## config.mk

```make
export PLATFORM = sky130hd
export DESIGN_NAME = rf_write_arbiter
export DESIGN_NICKNAME = d
export VERILOG_FILES = /design/src/rtl/rf_write_arbiter.sv
export SDC_FILE = /design/constraint.sdc
export NUM_CORES = 1
export LEC_CHECK = 0
export BUFFER_PORTS_ARGS = -buffer_cell sky130_fd_sc_hd__clkbuf_2
export CAP_MARGIN = 25
export CORE_ASPECT_RATIO = 2
export CORE_UTILIZATION = 48
export DETAILED_ROUTE_END_ITERATION = 12
export PLACE_DENSITY = 0.88
export SYNTH_ARGS = -nofsm -noshare
export SYNTH_HDL_FRONTEND = slang
export SYNTH_SLANG_ARGS = --single-unit
```

## constraint.sdc

```tcl
create_clock -name clk_i -period 2.5 [get_ports clk_i]
set_input_delay 0.25 -clock clk_i [delete_from_list [all_inputs] [get_ports clk_i]]
set_output_delay 0.25 -clock clk_i [all_outputs]
set_load 0.1 [all_outputs]
```

## src/rtl/rf_write_arbiter.sv

```systemverilog
// Register-file write-port arbiter: WB writes pass straight through, MDU results
// wait in a small queue and drain on WB-idle cycles, with hazard and starvation reporting.
module rf_write_arbiter #(
    parameter int DATA_WIDTH   = 32,
    parameter int ADDR_WIDTH   = 5,
    parameter int FIFO_DEPTH   = 2,
    parameter int STARVE_LIMIT = 4
) (
    input  logic                  clk_i,
    input  logic                  rst_ni,
    input  logic                  WB_RegWrite_i,
    input  logic [ADDR_WIDTH-1:0] WB_WriteAddress_i,
    input  logic [DATA_WIDTH-1:0] WB_WriteData_i,
    input  logic                  MD_Valid_i,
    input  logic [ADDR_WIDTH-1:0] MD_WriteAddress_i,
    input  logic [DATA_WIDTH-1:0] MD_WriteData_i,
    output logic                  MD_Ready_o,
    input  logic [ADDR_WIDTH-1:0] ID_Rs_i,
    input  logic [ADDR_WIDTH-1:0] ID_Rt_i,
    output logic                  MD_HazardA_o,
    output logic                  MD_HazardB_o,
    output logic                  RF_RegWrite_o,
    output logic [ADDR_WIDTH-1:0] RF_WriteAddress_o,
    output logic [DATA_WIDTH-1:0] RF_WriteData_o,
    output logic                  Stall_Req_o
);

    localparam int PTR_W = $clog2(FIFO_DEPTH);
    localparam int CNT_W = $clog2(STARVE_LIMIT + 1);
    localparam logic [PTR_W:0]   DEPTH_CNT = (PTR_W + 1)'(FIFO_DEPTH);
    localparam logic [CNT_W-1:0] LIMIT_M1  = CNT_W'(STARVE_LIMIT - 1);

    localparam logic [1:0] ST_IDLE    = 2'd0;
    localparam logic [1:0] ST_PENDING = 2'd1;
    localparam logic [1:0] ST_STARVED = 2'd2;

    logic [PTR_W:0]          headQ, headD, tailQ, tailD;
    logic [PTR_W:0]          fillCount;
    logic [PTR_W-1:0]        headIdx, tailIdx;
    logic [ADDR_WIDTH-1:0]   addrQ [FIFO_DEPTH];
    logic [DATA_WIDTH-1:0]   dataQ [FIFO_DEPTH];
    logic [FIFO_DEPTH-1:0]   liveQ, liveD;
    logic [1:0]              stateQ, stateD;
    logic [CNT_W-1:0]        starveQ, starveD;

    logic notFull, isEmpty, nextEmpty;
    logic headLive, headDead, mdGrant, deq, enq, blocked, kill;
    logic hazA, hazB;

    assign fillCount = tailQ - headQ;
    assign headIdx   = headQ[PTR_W-1:0];
    assign tailIdx   = tailQ[PTR_W-1:0];
    assign notFull   = (fillCount != DEPTH_CNT);
    assign isEmpty   = (headQ == tailQ);

    assign headLive  = !isEmpty && liveQ[headIdx];
    assign headDead  = !isEmpty && !liveQ[headIdx];
    assign mdGrant   = headLive && !WB_RegWrite_i;
    assign blocked   = headLive && WB_RegWrite_i;
    assign deq       = mdGrant || headDead;
    assign enq       = MD_Valid_i && notFull;
    assign kill      = WB_RegWrite_i && (WB_WriteAddress_i != '0);

    assign headD     = headQ + {{PTR_W{1'b0}}, deq};
    assign tailD     = tailQ + {{PTR_W{1'b0}}, enq};
    assign nextEmpty = (headD == tailD);

    // A newer WB write to the same register makes queued results obsolete;
    // the entry enqueued this edge is younger than the WB write and survives.
    always_comb begin
        liveD = liveQ;
        for (int i = 0; i < FIFO_DEPTH; i++) begin
            if (kill && (addrQ[i] == WB_WriteAddress_i)) begin
                liveD[i] = 1'b0;
            end
        end
        if (deq) begin
            liveD[headIdx] = 1'b0;
        end
        if (enq) begin
            liveD[tailIdx] = (MD_WriteAddress_i != '0);
        end
    end

    always_ff @(posedge clk_i or negedge rst_ni) begin
        if (!rst_ni) begin
            headQ <= '0;
            tailQ <= '0;
            liveQ <= '0;
            for (int i = 0; i < FIFO_DEPTH; i++) begin
                addrQ[i] <= '0;
                dataQ[i] <= '0;
            end
        end else begin
            headQ <= headD;
            tailQ <= tailD;
            liveQ <= liveD;
            if (enq) begin
                addrQ[tailIdx] <= MD_WriteAddress_i;
                dataQ[tailIdx] <= MD_WriteData_i;
            end
        end
    end

    // Starvation tracking: blocked cycles accumulate only while the head stays put.
    always_comb begin
        stateD  = stateQ;
        starveD = starveQ;
        case (stateQ)
            ST_IDLE: begin
                starveD = '0;
                if (enq) begin
                    stateD = ST_PENDING;
                end
            end
            ST_PENDING: begin
                if (deq) begin
                    starveD = '0;
                    if (nextEmpty) begin
                        stateD = ST_IDLE;
                    end
                end else if (blocked) begin
                    starveD = starveQ + 1'b1;
                    if (starveQ >= LIMIT_M1) begin
                        stateD = ST_STARVED;
                    end
                end
            end
            ST_STARVED: begin
                if (deq) begin
                    starveD = '0;
                    stateD  = nextEmpty ? ST_IDLE : ST_PENDING;
                end
            end
            default: begin
                stateD  = ST_IDLE;
                starveD = '0;
            end
        endcase
    end

    always_ff @(posedge clk_i or negedge rst_ni) begin
        if (!rst_ni) begin
            stateQ  <= ST_IDLE;
            starveQ <= '0;
        end else begin
            stateQ  <= stateD;
            starveQ <= starveD;
        end
    end

    always_comb begin
        hazA = 1'b0;
        hazB = 1'b0;
        for (int i = 0; i < FIFO_DEPTH; i++) begin
            hazA = hazA | (liveQ[i] && (addrQ[i] == ID_Rs_i));
            hazB = hazB | (liveQ[i] && (addrQ[i] == ID_Rt_i));
        end
    end

    assign MD_HazardA_o = hazA && (ID_Rs_i != '0);
    assign MD_HazardB_o = hazB && (ID_Rt_i != '0);
    assign MD_Ready_o   = rst_ni && notFull;
    assign Stall_Req_o  = (stateQ == ST_STARVED);

    // Outputs are gated by reset so nothing reaches the register file while it is held.
    always_comb begin
        RF_RegWrite_o     = 1'b0;
        RF_WriteAddress_o = '0;
        RF_WriteData_o    = '0;
        if (rst_ni) begin
            if (WB_RegWrite_i) begin
                RF_RegWrite_o     = 1'b1;
                RF_WriteAddress_o = WB_WriteAddress_i;
                RF_WriteData_o    = WB_WriteData_i;
            end else if (headLive) begin
                RF_RegWrite_o     = 1'b1;
                RF_WriteAddress_o = addrQ[headIdx];
                RF_WriteData_o    = dataQ[headIdx];
            end
        end
    end

endmodule

```

==> results of run 1 <==
==> worst max-delay path by stage <==
stage	endpoint	slack [ns]	depth (start not counted)
after floorplan	RF_WriteAddress_o[2]	-0.36	5
after detailed placement	dataQ[41]	0.32	6
after global routing	RF_WriteAddress_o[4]	0.02	5
final	RF_WriteData_o[12]	0.11	5
after CTS	RF_WriteData_o[16]	0.04	5
after global placement	RF_WriteData_o[12]	0.41	5
==> power by group <==
| group | internal [mW] | switching, mW | total, mW |
|---|---|---|---|
| logic | 2.08 | 2.54 | 4.62 |
| registers | 2.08 | 0.619 | 2.70 |
| clock network | 0.931 | 0.533 | 1.46 |
| total | 5.09 | 3.69 | 8.79 |
==> cell type report <==
class | count | area, um^2
inverters | 8 | 30.0
flip-flops and latches | 85 | 2130
repair buffers | 141 | 1320
multi-input cells | 289 | 2450
fillers | 630 | 2990
well taps | 104 | 130
clock inverters | 5 | 81.3
clock buffers | 11 | 253
==> routing by layer <==
layer / up-vias / wire [um] / share of wire, % / track usage, %
met5: - / 0 / 0 / 0
met4: 0 / 741 / 5.9 / 19.5
met3: 56 / 568 / 4.5 / 5.68
met2: 141 / 7270 / 58 / 48.8
met1: 1813 / 3920 / 31 / 23.5
li1: 1704 / - / - / -
==> per-stage QoR <==
stage	setup TNS (ns)	std cells	setup slack [ns]	hold slack (ns)
after floorplan	-5.24	401	-0.360	-0.0456
after global placement	0	624	0.408	0.345
after detailed placement	0	624	0.317	0.361
after CTS	0	641	0.0404	0.00348
after global routing	0	643	0.0197	0.0263
final	0	643	0.112	-0.000137
==> logic make-up (layout without fill, tap and decap cells) <==
logic type / count (synthesis) / after routing / share of synthesized area [%]
flops: 85 / 85 / 45.5
fa+ha+maj: 5 / 5 / 1.34
compound gates: 63 / 64 / 9.82
buf+inv: 28 / 165 / 3.00
mux: 114 / 114 / 26.4
simple gates: 68 / 68 / 6.66
xor+xnor: 38 / 38 / 7.28
==> flip-flops by register name, indices dropped and copies added (netlist names) <==
signal	cells
dataQ	64
liveQ	2
starveQ	3
stateQ	2
headQ	2
addrQ	10
tailQ	2
==> cells in the final DEF, fill, tap and decap left out, types with 6 or more instances in the layout <==
cell type	count
clkbuf_16	9
nand3_1	10
inv_1	8
o21ai_2	22
nand2_1	38
o21ai_1	17
mux2_2	75
mux2i_1	39
dfrtp_1	84
nor4_1	6
buf_4	11
xor2_1	23
xnor2_1	14
buf_12	39
clkbuf_2	91
==> critical path, cell delays in order (launching register included) <==
cell	delay, ns
dfrtp_1	0.47
xor2_4	0.30
o21ai_2	0.14
o22a_4	0.38
o21ai_1	0.29
buf_12	0.21
==> timing repair <==
item	in CTS	in global routing
endpoints found under the setup margin	18	5
setup buffers	0	2
cloned	1	0
pin swaps	2	1
resized for setup	3	0
==> summary.txt, run 1 <==
Outcome
  • Status: finished, violations left
  • Failing checks: hold timing

Power and ir drop
  • Total power: 8.79 mW
  • Peak VDD IR: 0.803 mV
  • Pwr Density: 1370 nW/um^2
  • Lkg Pwr: 2.89 nW

Floorplanning
  • Site Rows: 50
  • Starting density of the core: 49.8%
  • Die Height: 142 um
  • Core Area: 9380 um^2
  • Die width: 71.8 um
  • DIE AREA: 10200 um^2
  • # IOs: 130

Clocking
  • H-tree Lvls: 3
  • Clock root buffer: clkbuf_16
  • CTS Hold Bufs: 0
  • Max clock buf depth: 2
  • Clock Sinks: 85
  • Total CTS buffers: 9
  • Clk slew on worst S/H paths: 0.06 ns
  • Clk_lat worst skew: 0.34 ns
  • CTS tree: built

Critical path
  • RR Endpoint: dataQ[20]
  • Critical path launch point: tailQ[1]
  • Reg2reg path depth: 6
  • Arrival time at the worst endpoint: 2.14 ns
  • Worst R2R Start: headQ[1]
  • Crit. End Element: primary output
  • CP Max Fanout: 19
  • Startpoint type of the worst setup path: flop
  • Setup CP Type: reg -> out
  • Critical path data required time: 2.25 ns
  • R2R Setup Slk: 0.27 ns

Timing
  • Fmax achieved: 419 MHz
  • Hold slack: -0.000137 ns
  • Final critical-path required period: 2.39 ns
  • Final setup vio count: 0
  • Headroom to the max-slew limit: 51.4%
  • Slew at the pin closest to its max-slew limit: 0.729 ns
  • Final slew viol count: 0
  • Final Hold Fails: 1
  • Final Skew: 0.00766 ns
  • Period utilization: 95.5%
  • Unrepaired setup endpoints after global routing: no

Detailed routing
  • Remaining antenna violation count after routing: 0
  • DRC Markers: 0
  • Total iterations of the first detailed-routing run: 4
  • WL final: 12.5 mm
  • WL/cell: 19.4 um
  • Starting DRT DRC Count: 224
  • Vias/cell: 5.78
  • Via count: 3714

Global route
  • GRT Overall Usage: 26.1%
  • First-pass GRT wire length: 20.1 mm
  • Total grt overflow: 0
  • Largest net degree at the start of global routing: 59
  • Antenna violations before repair: 0
  • Number of global-route vias before repair: 4280

Logic synthesis
  • Count of unique library cells instantiated by Yosys: 38
  • Syn nets: 494
  • Mapped Avg Cell Area: 11.7 um^2
  • Sequential fraction of the synthesis area: 45.5%
  • Synth Instances: 401
  • Synth warn: 0
  • EDFF count, synth: 0
  • Top cells by area, synth: dfrtp_1, mux2_2, mux2i_1
  • Post-synth top flop: dfrtp_1
  • Yosys reg bits: 85
  • Most instantiated cells after synthesis: dfrtp_1, mux2_2, mux2i_1
  • Post-synth top area share: 45.5%
  • Most common cell in the netlist: dfrtp_1
  • Async S/R FF share, synth: 100%
  • Syn Std Cell Area: 4680 um^2
  • Area leader, netlist: dfrtp_1

Job
  • Max_cap viols: 0

Cells and area
  • Fin nets: 627
  • Fraction of layout cells with a size suffix above 1: 48.6%
  • Antenna diodes: 0
  • Final Instance Area: 6390 um^2
  • Final Util: 68.1%
  • Layout area overhead: 36.8%

Placement
  • Post-DP Area: 6010 um^2
  • Buffers added on ports: 129
  • DP HPWL: 9.20 mm
  • Routability Congestion: 0.963

Min path
  • Min-Delay Path Class: in -> async
No activity file was read; power rests on OpenSTA's default activity.
==> inputs of run 2 (changes only) <==
- ABC_AREA: not set -> 1
- PLACE_DENSITY: 0.88 -> 0.87
==> run 2 against run 1 <==
  * The flow now finishes without violations
  * Clock skew down 0.0033 ns
  * Clock power down 21%
  * Power down 6.9%
  * Critical endpoint is now RF_WriteAddress_o[4]
  * Largest cell class unchanged
==> summary.txt, run 2 <==
Logic synthesis
  • Post-synthesis adder-cell area fraction: 1.25%
  • Most instantiated cells after synthesis: nand2_1, dfrtp_1, o21ai_0
  • Syn Std Cell Area: 4990 um^2
  • Async S/R FF share, synth: 100%
  • Syn nets: 804
  • Xor-xnor portion of the synthesized cell area: 2.11%
  • Yosys reg bits: 85
  • Post-synth top area share: 42.6%
  • Post-synthesis compound-gate area fraction: 16.3%
  • Sequential fraction of the synthesis area: 42.6%
  • Area leader, netlist: dfrtp_1
  • Top cells by area, synth: dfrtp_1, nand2_1, o21ai_0
  • Most common cell in the netlist: nand2_1
  • Post-synth top flop: dfrtp_1
  • Mapped Avg Cell Area: 7.01 um^2
  • Synth Instances: 711
  • Post-synthesis simple-gate area fraction: 28.7%
  • EDFF count, synth: 0
  • Synth warn: 0
  • Count of unique library cells instantiated by Yosys: 28
  • Main combinational cell family by area after synthesis: simple AND/OR/NAND/NOR gates
  • Post-synthesis mux area share: 0%

Floorplanning
  • Die width: 74.1 um
  • Die Height: 146 um
  • # IOs: 130
  • Core Area: 10100 um^2
  • Site Rows: 52
  • DIE AREA: 10800 um^2
  • Starting density of the core: 49.5%

Critical path
  • CP delay by family, top: simple AND/OR/NAND/NOR gates
  • Slowest CP cell: dfrtp_1
  • Arrival time at the worst endpoint: 2.17 ns
  • CP Max Fanout: 19
  • Max incr delay on CP: 0.45 ns
  • Critical-path cell list: inv_2, nand2_1, nand2_1, nand2_4, nand3_4, nor2_8, nand2_1, a21oi_2, buf_12
  • Critical path data required time: 2.25 ns
  • Setup CP Type: reg -> out
  • Crit. End Element: primary output
  • Critical Path Most Common Cell: nand2_1
  • Startpoint type of the worst setup path: flop
  • CP bufs+invs: 2

Global route
  • Total grt overflow: 0
  • GRT Overall Usage: 28.8%
  • Largest net degree at the start of global routing: 63
  • First-pass GRT wire length: 23.9 mm
  • Number of global-route vias before repair: 5173
  • Antenna violations before repair: 0

Timing
  • Final setup vio count: 0
  • Hold slack: 0.126 ns
  • Unrepaired setup endpoints after global routing: no
  • Final slew viol count: 0
  • Slew at the pin closest to its max-slew limit: 0.757 ns
  • Final Hold Fails: 0
  • Period utilization: 97.0%
  • Final critical-path required period: 2.42 ns
  • Final Skew: 0.00433 ns
  • Headroom to the max-slew limit: 49.5%
  • Fmax achieved: 413 MHz

Clocking
  • Total CTS buffers: 9
  • Clk_lat worst skew: 0.34 ns
  • Max clock buf depth: 2
  • CTS tree: built
  • Clk slew on worst S/H paths: 0.06 ns
  • Clock root buffer: clkbuf_16
  • H-tree Lvls: 3
  • Clock Sinks: 85

Cells and area
  • Largest register FFs: 64
  • Top Registers: dataQ (64), addrQ (10), starveQ (3)
  • Most common cell after layout, fill and taps aside: nand2_1
  • Most frequent cells in the layout: nand2_1, clkbuf_2, o21ai_0, dfrtp_1, inv_1
  • Final Util: 66.3%
  • Layout area overhead: 34.1%
  • Antenna diodes: 0
  • Largest Register: dataQ
  • FILL cells: 785
  • Fin nets: 922
  • Fraction of layout cells with a size suffix above 1: 25.5%

Detailed routing
  • WL/cell: 15.1 um
  • Starting DRT DRC Count: 589
  • Total iterations of the first detailed-routing run: 6
  • Remaining antenna violation count after routing: 0
  • DRC Markers: 0
  • Via count: 5258
  • WL final: 14.6 mm
  • Vias/cell: 5.44

Placement
  • DP HPWL: 10.1 mm
  • Buffers added on ports: 129
  • Routability Congestion: 0.968

Min path
  • Min-Delay Path Class: in -> reg

Job
  • Max_cap viols: 0

Outcome
  • Status: complete, no violations

Power and ir drop
  • Lkg Pwr: 3.32 nW
  • Total power: 8.18 mW
  • Peak VDD IR: 0.787 mV
  • Pwr Density: 1220 nW/um^2
-- run 2: path summary, 6_finish.rpt --
path	depth (start not counted)	start	slack, ns	end
max in group asynchronous	4	rst_ni	0.93	headQ[0]
worst min-delay path	3	MD_WriteData_i[17]	0.13	dataQ[17]
worst max-delay path	9	tailQ[1]	0.08	RF_WriteAddress_o[4]
worst max register to register	17	tailQ[1]	0.24	stateQ[0]
worst min register to register	2	dataQ[24]	0.47	dataQ[24]
min in group asynchronous	3	rst_ni	0.46	dataQ[33]
-- run 2: logic make-up after synthesis --
family / Yosys count
AOI/OAI and AO/OA: 143
xor gates and xnor gates: 12
DFF: 85
and+or+nand+nor: 356
adders and majority gates: 5
buffers and inverters: 110
-- run 2: timing repair --
item                                    CTS  global route
gates resized for setup                   0             0
hold buffers                              1             0
gates cloned                              1             0
pin swaps                                 2             2
hold endpoints to repair                 24             0
endpoints found under the setup margin   17            22
buffers inserted                          0             1
-- run 2: layer usage --
metal / up-vias / share of wire (%) / track usage [%]
met4: 0 / 5.9 / 16.5
met5: - / 0 / 0
met3: 81 / 6.6 / 5.11
li1: 2469 / - / -
met2: 283 / 54 / 50.0
met1: 2425 / 34 / 31.5
-- run 2: worst min-delay path: cells and delay by family --
family / cells / cell delay [ns]
simple gates: 2 / 0.09
buf+inv: 1 / 0.09
-- run 2: final cells by class --
| class | instances | area (um^2) | share of cell area, % |
|---|---|---|---|
| multi-input cells | 517 | 2500 | 37.4 |
| clock inverters | 3 | 15.0 | 0.225 |
| clock buffers | 11 | 233 | 3.48 |
| repair buffers | 143 | 1370 | 20.4 |
| well taps | 135 | 169 | 2.53 |
| flip-flops and latches | 85 | 2130 | 31.8 |
| inverters | 73 | 274 | 4.10 |
-- run 2: where the power goes --
part	internal (mW)	leakage, nW	switching (mW)	total, mW
combinational	1.47	2.14	3.07	4.54
clock	0.656	0.125	0.505	1.16
sequential	2.04	1.05	0.447	2.48
-- run 2: per-stage QoR --
| step | setup WS (ns) | TNS [ns] | std cells | instance area (um^2) |
|---|---|---|---|---|
| 2_1_floorplan | 0.0549 | 0 | 711 | 5060 |
| 3_3_place_gp | 0.342 | 0 | 950 | 6400 |
| 3_5_place_dp | 0.279 | 0 | 950 | 6400 |
| 4_1_cts | -0.0475 | -0.629 | 966 | 6670 |
| 5_1_grt | 0.0191 | 0 | 967 | 6690 |
| 6_report | 0.0759 | 0 | 967 | 6690 |
